$ cat src/rtl/pipe_stage_buf_pkg.sv
// Shared constants for the inter-stage pipeline registers: per-stage bundle widths,
// per-stage NOP control words and a small occupancy helper.
package pipe_stage_buf_pkg;

  // Control-bundle bit positions common to every stage that carries them.
  localparam int unsigned CtrlRegWriteBit = 0;
  localparam int unsigned CtrlMemWriteBit = 1;
  localparam int unsigned CtrlBranchBit   = 2;

  localparam int unsigned IFID_DATA_W  = 64;
  localparam int unsigned IFID_CTRL_W  = 4;
  localparam int unsigned IDEX_DATA_W  = 64;
  localparam int unsigned IDEX_CTRL_W  = 12;
  localparam int unsigned EXMEM_DATA_W = 64;
  localparam int unsigned EXMEM_CTRL_W = 8;
  localparam int unsigned MEMWB_DATA_W = 64;
  localparam int unsigned MEMWB_CTRL_W = 4;

  // All-zero control words decode as NOP: reg_write, mem_write and branch off.
  localparam logic [IFID_CTRL_W-1:0]  IFID_CTRL_NOP  = '0;
  localparam logic [IDEX_CTRL_W-1:0]  IDEX_CTRL_NOP  = '0;
  localparam logic [EXMEM_CTRL_W-1:0] EXMEM_CTRL_NOP = '0;
  localparam logic [MEMWB_CTRL_W-1:0] MEMWB_CTRL_NOP = '0;

  typedef enum logic [1:0] {
    OccEmpty = 2'd0,
    OccOne   = 2'd1,
    OccTwo   = 2'd2
  } occ_e;

  function automatic logic [1:0] occ_count(input logic a, input logic b);
    return {1'b0, a} + {1'b0, b};
  endfunction

endpackage

$ cat src/rtl/pipe_stage_buf_slot.sv
// One pipeline entry: valid flag plus data/control bundles. Clearing restores the
// NOP control word and zero data so an empty entry is always safe to decode.
module pipe_stage_slot #(
  parameter int unsigned       DATA_W   = 64,
  parameter int unsigned       CTRL_W   = 12,
  parameter logic [CTRL_W-1:0] CTRL_NOP = '0
) (
  input  logic              clk,
  input  logic              reset_n,
  input  logic              load,
  input  logic              clear,
  input  logic [DATA_W-1:0] ld_data,
  input  logic [CTRL_W-1:0] ld_ctrl,
  output logic              valid,
  output logic [DATA_W-1:0] data,
  output logic [CTRL_W-1:0] ctrl
);

  always_ff @(posedge clk or negedge reset_n) begin
    if (!reset_n) begin
      valid <= 1'b0;
      data  <= '0;
      ctrl  <= CTRL_NOP;
    end else if (clear) begin
      valid <= 1'b0;
      data  <= '0;
      ctrl  <= CTRL_NOP;
    end else if (load) begin
      valid <= 1'b1;
      data  <= ld_data;
      ctrl  <= ld_ctrl;
    end
  end

endmodule

$ cat src/rtl/pipe_stage_buf.sv
// Generic inter-stage pipeline register with valid/ready handshake, synchronous flush,
// optional skid entry (registered in_ready) and a saturating stall counter.
module pipe_stage_buf #(
  parameter int unsigned       DATA_W   = 64,
  parameter int unsigned       CTRL_W   = 12,
  parameter logic [CTRL_W-1:0] CTRL_NOP = '0,
  parameter int unsigned       SKID     = 1,
  parameter int unsigned       CNT_W    = 16
) (
  input  logic              clk,
  input  logic              reset_n,
  input  logic              flush,
  input  logic              in_valid,
  output logic              in_ready,
  input  logic [DATA_W-1:0] in_data,
  input  logic [CTRL_W-1:0] in_ctrl,
  output logic              out_valid,
  input  logic              out_ready,
  output logic [DATA_W-1:0] out_data,
  output logic [CTRL_W-1:0] out_ctrl,
  output logic [1:0]        occupancy,
  output logic [CNT_W-1:0]  stall_cnt
);

  import pipe_stage_buf_pkg::*;

  localparam logic [CNT_W-1:0] CntMax = '1;

  logic              accept_in, accept_out;
  logic              m_valid, m_load, m_clear, m_valid_d;
  logic [DATA_W-1:0] m_data, m_ld_data;
  logic [CTRL_W-1:0] m_ctrl, m_ld_ctrl;
  logic              s_valid, s_valid_d;
  logic [1:0]        occ_q;
  logic [CNT_W-1:0]  stall_q;

  assign accept_in  = in_valid & in_ready;
  assign accept_out = m_valid & out_ready;

  pipe_stage_slot #(
    .DATA_W   (DATA_W),
    .CTRL_W   (CTRL_W),
    .CTRL_NOP (CTRL_NOP)
  ) u_main (
    .clk     (clk),
    .reset_n (reset_n),
    .load    (m_load),
    .clear   (m_clear),
    .ld_data (m_ld_data),
    .ld_ctrl (m_ld_ctrl),
    .valid   (m_valid),
    .data    (m_data),
    .ctrl    (m_ctrl)
  );

  generate
    if (SKID != 0) begin : g_skid
      logic              m_free, s_load, s_clear, rdy_q;
      logic [DATA_W-1:0] s_data;
      logic [CTRL_W-1:0] s_ctrl;

      // Main entry frees up this cycle: refill from skid first to keep arrival order.
      assign m_free    = ~m_valid | accept_out;
      assign in_ready  = rdy_q & ~flush;
      assign m_load    = ~flush & m_free & (s_valid | accept_in);
      assign m_clear   = flush | (m_free & ~s_valid & ~accept_in);
      assign m_ld_data = s_valid ? s_data : in_data;
      assign m_ld_ctrl = s_valid ? s_ctrl : in_ctrl;
      assign s_load    = ~flush & ~m_free & accept_in;
      assign s_clear   = flush | (m_free & s_valid);
      assign s_valid_d = s_clear ? 1'b0 : (s_load ? 1'b1 : s_valid);

      pipe_stage_slot #(
        .DATA_W   (DATA_W),
        .CTRL_W   (CTRL_W),
        .CTRL_NOP (CTRL_NOP)
      ) u_skid (
        .clk     (clk),
        .reset_n (reset_n),
        .load    (s_load),
        .clear   (s_clear),
        .ld_data (in_data),
        .ld_ctrl (in_ctrl),
        .valid   (s_valid),
        .data    (s_data),
        .ctrl    (s_ctrl)
      );

      always_ff @(posedge clk or negedge reset_n) begin
        if (!reset_n) begin
          rdy_q <= 1'b1;
        end else begin
          rdy_q <= ~s_valid_d;
        end
      end
    end else begin : g_single
      assign in_ready  = (~m_valid | out_ready) & ~flush;
      assign m_load    = accept_in;
      assign m_clear   = flush | (accept_out & ~accept_in);
      assign m_ld_data = in_data;
      assign m_ld_ctrl = in_ctrl;
      assign s_valid   = 1'b0;
      assign s_valid_d = 1'b0;
    end
  endgenerate

  assign m_valid_d = m_clear ? 1'b0 : (m_load ? 1'b1 : m_valid);

  always_ff @(posedge clk or negedge reset_n) begin
    if (!reset_n) begin
      occ_q   <= OccEmpty;
      stall_q <= '0;
    end else begin
      occ_q <= occ_count(m_valid_d, s_valid_d);
      if (m_valid && !out_ready && stall_q != CntMax) begin
        stall_q <= stall_q + CNT_W'(1);
      end
    end
  end

  assign out_valid = m_valid;
  assign out_data  = m_data;
  assign out_ctrl  = m_ctrl;
  assign occupancy = occ_q;
  assign stall_cnt = stall_q;

endmodule

$ cat config.mk
export PLATFORM = sky130hd
export DESIGN_NAME = pipe_stage_buf
export DESIGN_NICKNAME = d
export VERILOG_FILES = /design/src/rtl/pipe_stage_buf_pkg.sv /design/src/rtl/pipe_stage_buf_slot.sv /design/src/rtl/pipe_stage_buf.sv
export SDC_FILE = /design/constraint.sdc
export NUM_CORES = 1
export LEC_CHECK = 0
export CORE_MARGIN = 2
export CORE_UTILIZATION = 49
export CTS_CLUSTER_DIAMETER = 200
export DETAILED_ROUTE_END_ITERATION = 12
export PLACE_DENSITY_LB_ADDON = 0.25
export SLEW_MARGIN = 20
export SYNTH_ARGS = -nofsm -noshare
export SYNTH_HDL_FRONTEND = slang
export SYNTH_SLANG_ARGS = --single-unit
$ cat constraint.sdc
create_clock -name clk -period 2.1 [get_ports clk]
set_clock_uncertainty 0.1 [all_clocks]
set_input_delay 0.42 -clock clk [delete_from_list [all_inputs] [get_ports clk]]
set_output_delay 0.42 -clock clk [all_outputs]
set_load 0.1 [all_outputs]
==> results of run 1 <==
## layer usage
metal,part of all wire [%],vias up
met4,2.1,0
met3,7.5,28
met2,45,182
met1,45,2691
met5,0,-
li1,-,2452
## synth_stat cells (all sizes together)
cell type | number | area (µm²)
clkbuf | 23 | 86.33
a22o | 76 | 665.6
mux2i | 77 | 770.7
nor3b | 2 | 20.02
dfstp | 1 | 26.28
o21a | 2 | 15.01
and4 | 1 | 8.760
nand2b | 3 | 18.77
inv | 3 | 11.26
a211oi | 1 | 12.51
and3 | 4 | 25.02
mux2 | 1 | 11.26
nor2b | 2 | 12.51
nor3 | 2 | 10.01
o41a | 1 | 11.26
dfrtp | 172 | 4304
nor2 | 1 | 3.750
buf | 19 | 102.6
o211ai | 1 | 7.510
nand3b | 1 | 7.510
or3 | 2 | 12.51
xor2 | 2 | 17.52
a21oi | 4 | 20.02
a31oi | 1 | 6.260
ha | 2 | 25.02
nand3 | 5 | 25.02
xnor2 | 9 | 78.83
a311oi | 1 | 8.760
nor4 | 1 | 6.260
nand2 | 80 | 300.3
o21ai | 76 | 380.4
nand4 | 6 | 37.54
## cell type report
| class | instances | area, µm² | area share, % |
|---|---|---|---|
| sequential | 173 | 4363 | 45.39 |
| multi-input combinational | 364 | 2537 | 26.40 |
| timing repair buffer | 199 | 1823 | 18.97 |
| clock buffer | 28 | 556.8 | 5.793 |
| tap | 180 | 225.2 | 2.343 |
| clock inverter | 4 | 95.09 | 0.9893 |
| inverter | 3 | 11.26 | 0.1172 |
## cells in the final DEF, fill, tap and decap left out, types with 2 or more instances in the layout
| master | instances |
|---|---|
| nand2_1 | 80 |
| nand2b_1 | 3 |
| buf_4 | 108 |
| a21oi_1 | 4 |
| nor3_1 | 2 |
| clkbuf_8 | 9 |
| xor2_1 | 2 |
| clkbuf_1 | 2 |
| dfrtp_1 | 154 |
| xnor2_1 | 9 |
| nand4_1 | 6 |
| dfrtp_2 | 14 |
| clkdlybuf4s50_1 | 79 |
| inv_1 | 3 |
| o21ai_1 | 76 |
| buf_12 | 10 |
| clkbuf_16 | 17 |
| and3_1 | 3 |
| nand3_1 | 5 |
| a22o_1 | 76 |
| bufinv_16 | 3 |
| mux2i_1 | 77 |
| o21a_1 | 2 |
| ha_1 | 2 |
| dfrtp_4 | 4 |
## worst register-to-register path, stage by stage, from the launching register on
cell	delay (ps)
dfrtp_4	450
ha_1	230
nand3_1	180
o41a_1	550
nor3b_1	190
xor2_1	140
## cells by family after synthesis
group	Yosys count
simple gates	110
compound gates	163
mux	78
xor+xnor	11
flops	173
buf+inv	45
fa+ha+maj	2
## registers in the layout, summed over array words and instances (netlist names)
register and count:
g_skid.u_skid.data 64, u_main.data 64, stall_cnt 16, g_skid.u_skid.ctrl 12, u_main.ctrl 12, occupancy 2
g_skid.rdy_q 1, g_skid.u_skid.valid 1, u_main.valid 1
## power groups by stage
| stage | Clock [W] | Combinational, W | Sequential [W] |
|---|---|---|---|
| 4_1_cts | 0.00345 | 0.00181 | 0.00366 |
| 3_5_place_dp | 0 | 0.00181 | 0.00372 |
| 6_report | 0.00339 | 0.00180 | 0.00366 |
| 2_1_floorplan | 0 | 0.000310 | 0.00457 |
| 5_1_grt | 0.00361 | 0.00189 | 0.00368 |
| 3_3_place_gp | 0 | 0.00179 | 0.00371 |
## path summary, 6_finish.rpt
| check | from | to | slack, ps | depth (start not counted) |
|---|---|---|---|---|
| max in group asynchronous | reset_n | g_skid.u_skid.data[56] | 850 | 3 |
| worst min register to register | u_main.data[41] | u_main.data[41] | 380 | 2 |
| worst max register to register | stall_cnt[0] | stall_cnt[5] | 120 | 5 |
| worst max-delay path | stall_cnt[0] | stall_cnt[5] | 120 | 5 |
| worst min-delay path | reset_n | g_skid.u_skid.ctrl[9] | 380 | 2 |
| min in group clk | u_main.data[41] | u_main.data[41] | 380 | 2 |
## what timing repair did
item / 4_1_cts / 5_1_grt
resized for setup: 0 / 0
hold buffers: 1 / 0
endpoints found under the hold margin: 37 / 0
## per-stage QoR
step           util [%]  setup TNS, ps  setup WS, ps  std cells  hold slack (ps)
6_report          68.71              0         121.5        951            379.2
3_5_place_dp      63.98         -11320        -122.0        918            261.5
5_1_grt           68.71              0         67.33        951            407.4
3_3_place_gp      63.98          -8614        -83.35        918            256.3
2_1_floorplan         -              0         36.62        582            24.41
4_1_cts           68.71              0         138.7        951            372.3
==> summary.md, run 1 <==
| Metric | Value |
|---|---|
| Run status | completed |
| Combinational share of power | 20.4% |
| Leakage | 4.337 nW |
| Final weighted congestion of routability-driven global placement | 0.8342 |
| Path class of the lowest-slack min-delay path | primary input to async pin |
| Total detailed-routing wirelength | 17280 µm |
| Number of top-level pins | 177 |
| DR pass1 iterations | 4 |
| Total half-perimeter wirelength after legalization and detailed placement | 11220 µm |
| TritonCTS Buffers | 17 |
| Width of the die | 123.9 µm |
| Antenna violations before repair | 0 |
| Vias in the first global route | 5257 |
| Clock Path Buffers | 2 |
| Global routing usage summed across all routing layers | 23.64% |
| GR Layer Usage met2 | 34.99% |
| Maximum number of pins on one net before global-route repair | 70 |
| Sequential fraction of the synthesis area | 61.43% |
| Clock tree from TritonCTS | built |
| Critical path class | flop to flop |
| Nature of the critical path startpoint | flop |
| Transition time at the pin with the least slew margin | 519.0 ps |
| GR Layer Usage met3 | 6.273% |
| Net switching component of the power | 0.002674 W |
| Placed cell area | 8950 µm² |
| Clock share of power | 38.3% |
| Register share of total power | 41.4% |
| Arrival time of data at the critical path endpoint | 2180 ps |
| Required time worst endpoint | 2300 ps |
| Effective utilization at floorplan | 50.39% |
| Drt wl/cell | 18.17 µm |
| Filler Cell Count | 1001 |
| Dominant combinational cell family by area after synthesis | compound AO/OA/AOI/OAI gates |
| Peak fanout along the critical path | 7 |
| Cell internal power dissipation | 0.006177 W |
| Final period demand of the worst path | 1978 ps |
| Synthesized area per cell | 12.11 µm² |
| CP bufs+invs | 0 |
| Clock Root Buffer | clkbuf_16 |
| Slowest cell on the critical path | o41a_1 |
| Area delta synth->final | 36.35% |
| Number of buffers inserted by post-CTS setup repair | 0 |
| Num Clock Sinks | 173 |
| Crit path cell chain | ha_1, nand3_1, o41a_1, nor3b_1, xor2_1 |
| Power, Total | 0.008852 W |
| Area of the die | 15360 µm² |
| Seq cells post-synth | 173 |
| Grt peak-use layer | met2 |
| Number of cell rows | 43 |
| CP delay by family, top | compound AO/OA/AOI/OAI gates |
| Warning count from the yosys run | 0 |
| Final hold violation count | 0 |
| First-pass GRT wire length | 27410 µm |
| Total power divided by cell area | 920.9 nW/µm² |
| Worst stage delay on the critical path | 550 ps |
| Number of pins exceeding their max-slew limit in the final report | 0 |
| Share of total power consumed by net switching | 30.21% |
| Highest Clock Rate | 505.4 MHz |
| Synthesized-area fraction occupied by ao, oa, aoi and oai cells | 15.99% |
| Avg Vias per Cell | 5.629 |
| Overflow after GRT | 0 |
| Register clock-pin slew on the reported worst setup and hold paths | 60 ps |
| Number of vias in the routed layout | 5353 |
| Adder-Cell Fraction of Synth Area | 0.3550% |
| Proportion of synthesized area in mux cells | 11.09% |
| Depth of the CTS H-tree | 4 |
| Post-Synth XOR/XNOR Area | 1.367% |
| Placeable core region | 13990 µm² |
| Die outline height | 123.9 µm |
| Number of nets in the final layout | 841 |
| Setup violators final | 0 |
| Number of nets produced by synthesis | 665 |
| Simple-gate share of the synthesized area | 6.922% |
| Share of the clock period used by the worst path | 94.21% |
| Post-synth cell types | 35 |
| Unrepaired setup endpoints after global routing | no |
| Combined area of all synthesized cells | 7049 µm² |
| Count of input and output buffers | 176 |
| Worst voltage drop across the vdd grid | 0.6029 mV |
| Share of post-route cells with drive strength above 1 | 22.44% |
| Nature of the critical path endpoint | flop |
| Gate Count Post-Synth | 582 |
| Starting DRT DRC Count | 496 |
| Diode count | 0 |
| Final routed DRC violation total | 0 |
| Worst slew margin relative to its limit | 65.40% |
| Area of all placed cells without fillers | 9612 µm² |
| Max_cap viols | 0 |
| Post-DRT Antenna Nets | 0 |
| Global-route track usage on met1 | 33.39% |
| Clk Latency, worst-skew pair | 430 ps |
(Power assumes the default switching activity.)
==> run 2: changes to the inputs <==
Settings changed: CORE_UTILIZATION 49 to 50, SLEW_MARGIN 20 to not set, SYNTH_HIERARCHICAL set to 1.
==> summary.md, run 2 <==
| Metric | Value |
|---|---|
| Final weighted congestion of routability-driven global placement | 0.8773 |
| Number of cell rows | 46 |
| Arrival time of data at the critical path endpoint | 2150 ps |
| Vias in the first global route | 6080 |
| Post-placement worst setup slack | -85.15 ps |
| Post-DRT Antenna Nets | 0 |
| Run status | completed |
| Seq cells post-synth | 173 |
| Sequential fraction of the synthesis area | 53.40% |
| Top FF cell, synth | dfrtp_1 |
| Drt wl/cell | 17.89 µm |
| Clock Path Buffers | 2 |
| Total half-perimeter wirelength after legalization and detailed placement | 13130 µm |
| Diode count | 0 |
| Avg Vias per Cell | 5.282 |
| Gate Count Post-Synth | 668 |
| Most frequent cell after synthesis | dfrtp_1 |
| Area delta synth->final | 32.82% |
| Critical path class | flop to flop |
| Final period demand of the worst path | 1943 ps |
| Number of vias in the routed layout | 5705 |
| Post-synth EDFFs | 0 |
| Total detailed-routing wirelength | 19320 µm |
| Last element of the critical path | stall_cnt[1] |
| Transition time at the pin with the least slew margin | 564.7 ps |
| Clk Latency, worst-skew pair | 420 ps |
| Proportion of synthesized flip-flops having asynchronous set or reset | 100.0% |
| Setup slack of the most critical reg-to-reg path | 160 ps |
| Setup violators final | 0 |
| Number of top-level pins | 177 |
| Max_cap viols | 0 |
| Share of the clock period used by the worst path | 92.52% |
| Launch point of the critical path | stall_cnt[0] |
| Peak fanout along the critical path | 9 |
| Clock Root Buffer | clkbuf_16 |
| Reg2reg path depth | 5 |
| Yosys top cell by area | dfrtp_1 |
| First-pass GRT wire length | 31530 µm |
| Startpoint of the worst-slack reg-to-reg timing path | stall_cnt[0] |
| Num Clock Sinks | 173 |
| Combined area of all synthesized cells | 8109 µm² |
| Number of nets in the final layout | 935 |
| Leakage | 4.864 nW |
| Count of input and output buffers | 176 |
| Final Util | 67.80% |
| Maximum number of pins on one net before global-route repair | 65 |
| Antenna violations before repair | 0 |
| Overflow after GRT | 0 |
| Number of pins exceeding their max-slew limit in the final report | 0 |
| Final routed DRC violation total | 0 |
| Synthesized area per cell | 12.14 µm² |
| Number of buffers inserted by post-CTS setup repair | 0 |
| Warning count from the yosys run | 6 |
| Area of the die | 17250 µm² |
| Register clock-pin slew on the reported worst setup and hold paths | 60 ps |
| Nature of the critical path startpoint | flop |
| Number of nets produced by synthesis | 751 |
| Placeable core region | 15890 µm² |
| Effective utilization at floorplan | 51.05% |
| Die outline height | 131.4 µm |
| Global routing usage summed across all routing layers | 22.88% |
| Unrepaired setup endpoints after global routing | no |
| Leading cell type in the layout, fill and taps excluded | nor2_1 |
| Total power divided by cell area | 766.7 nW/µm² |
| Smallest setup slack after layout | 157.0 ps |
| Path class of the lowest-slack min-delay path | flop to flop |
| Starting DRT DRC Count | 299 |
| Share of post-route cells with drive strength above 1 | 31.13% |
| Post-synth cell types | 34 |
| Clock tree from TritonCTS | built |
| Nature of the critical path endpoint | flop |
| Top cells by count, synth | dfrtp_1, nor2_1, mux2i_1 |
| Highest Clock Rate | 514.7 MHz |
| Largest cells by area after synthesis | dfrtp_1, mux2i_1, mux2_2 |
| Sum Neg Setup Slack | 0 ps |
| Commonest cells after routing, fill and taps aside | nor2_1, dfrtp_1, mux2i_1 |
| Endpoint of the worst register-to-register path | stall_cnt[1] |
| Required time worst endpoint | 2310 ps |
| Worst voltage drop across the vdd grid | 0.5442 mV |
| TritonCTS Buffers | 17 |
| Width of the die | 131.4 µm |
| Depth of the CTS H-tree | 4 |
| Final hold violation count | 0 |
| Worst slew margin relative to its limit | 62.07% |
| DR pass1 iterations | 4 |
| Synth top area share | 53.08% |
[run 2: cell types whose count changed after synthesis, moves of 12 or more]
| cell | before | now |
|---|---|---|
| nor2_1 | 1 | 159 |
| a22o_1 | 76 | 0 |
| mux2_2 | 0 | 76 |
| o21ai_1 | 76 | 0 |
| mux2i_1 | 77 | 152 |
| nand2_1 | 80 | 7 |
| xor2_1 | 2 | 15 |
| clkbuf_1 | 23 | 11 |
[run 2: repair_timing]
item | CTS | global route
gates resized for setup | 0 | 0
endpoints found under the hold margin | 52 | 0
hold buffers | 1 | 0
[run 2: how the worst min path moves through the flow]
| stage | start | endpoint | slack [ps] | depth (start not counted) |
|---|---|---|---|---|
| floorplan | reset_n | g_skid.u_skid/ctrl[0] | 20 | 0 |
| global placement | reset_n | g_skid.u_skid/data[45] | 330 | 1 |
| detailed placement | reset_n | u_main/data[45] | 330 | 1 |
| CTS | stall_cnt[15] | stall_cnt[15] | 380 | 1 |
| global route | stall_cnt[15] | stall_cnt[15] | 390 | 1 |
| finish | stall_cnt[15] | stall_cnt[15] | 390 | 1 |
[run 2: logic make-up (layout without fill, tap and decap cells)]
group / after synthesis / count (layout) / share of synthesized area, %
AO/OA/AOI/OAI: 3 / 3 / 0.2161
XOR/XNOR: 15 / 15 / 1.620
adder cells (fa/ha/maj): 2 / 2 / 0.3085
buffers and inverters: 48 / 244 / 4.367
flip-flops: 173 / 173 / 53.40
multiplexers: 229 / 229 / 29.50
AND/OR/NAND/NOR: 198 / 198 / 10.58
[run 2: area by class of cell]
type                    count  area (µm²)
fillers                  1203        5115
flip-flops and latches    173        4360
multi-input cells         447        3438
repair buffers            211        2063
clock buffers              20       466.7
well taps                 216       270.3
clock inverters            11       163.9
inverters                   2       7.507
[run 2: report_power, final]
| part | internal [W] | switching [W] |
|---|---|---|
| Clock | 0.00208 | 0.00129 |
| Sequential | 0.00342 | 0.0000830 |
| Combinational | 0.000512 | 0.000873 |
| Total | 0.00601 | 0.00225 |
[run 2: per-layer routing]
| metal | track usage, % | share of wire, % | up-vias |
|---|---|---|---|
| li1 | - | - | 2645 |
| met1 | 29.36 | 43 | 2864 |
| met2 | 38.27 | 50 | 165 |
| met3 | 5.517 | 5.0 | 31 |
| met4 | 7.729 | 1.9 | 0 |
| met5 | 0 | 0 | - |
[run 2: per-stage QoR]
step	cells	instance area [µm²]	power [W]	hold slack, ps
floorplan	668	8138	0.004404	24.41
global placement	1048	10130	0.004928	325.4
detailed placement	1048	10130	0.004959	329.5
CTS	1080	10770	0.008334	382.2
global route	1080	10770	0.008527	392.9
finish	1080	10770	0.008258	386.9
[run 2: worst max-delay path, cell delays in order (launching register included)]
cell     delay (ps)
dfrtp_4         460
ha_1            200
nand3_1         140
nor4_4          520
nor2_2          110
mux2_4          310
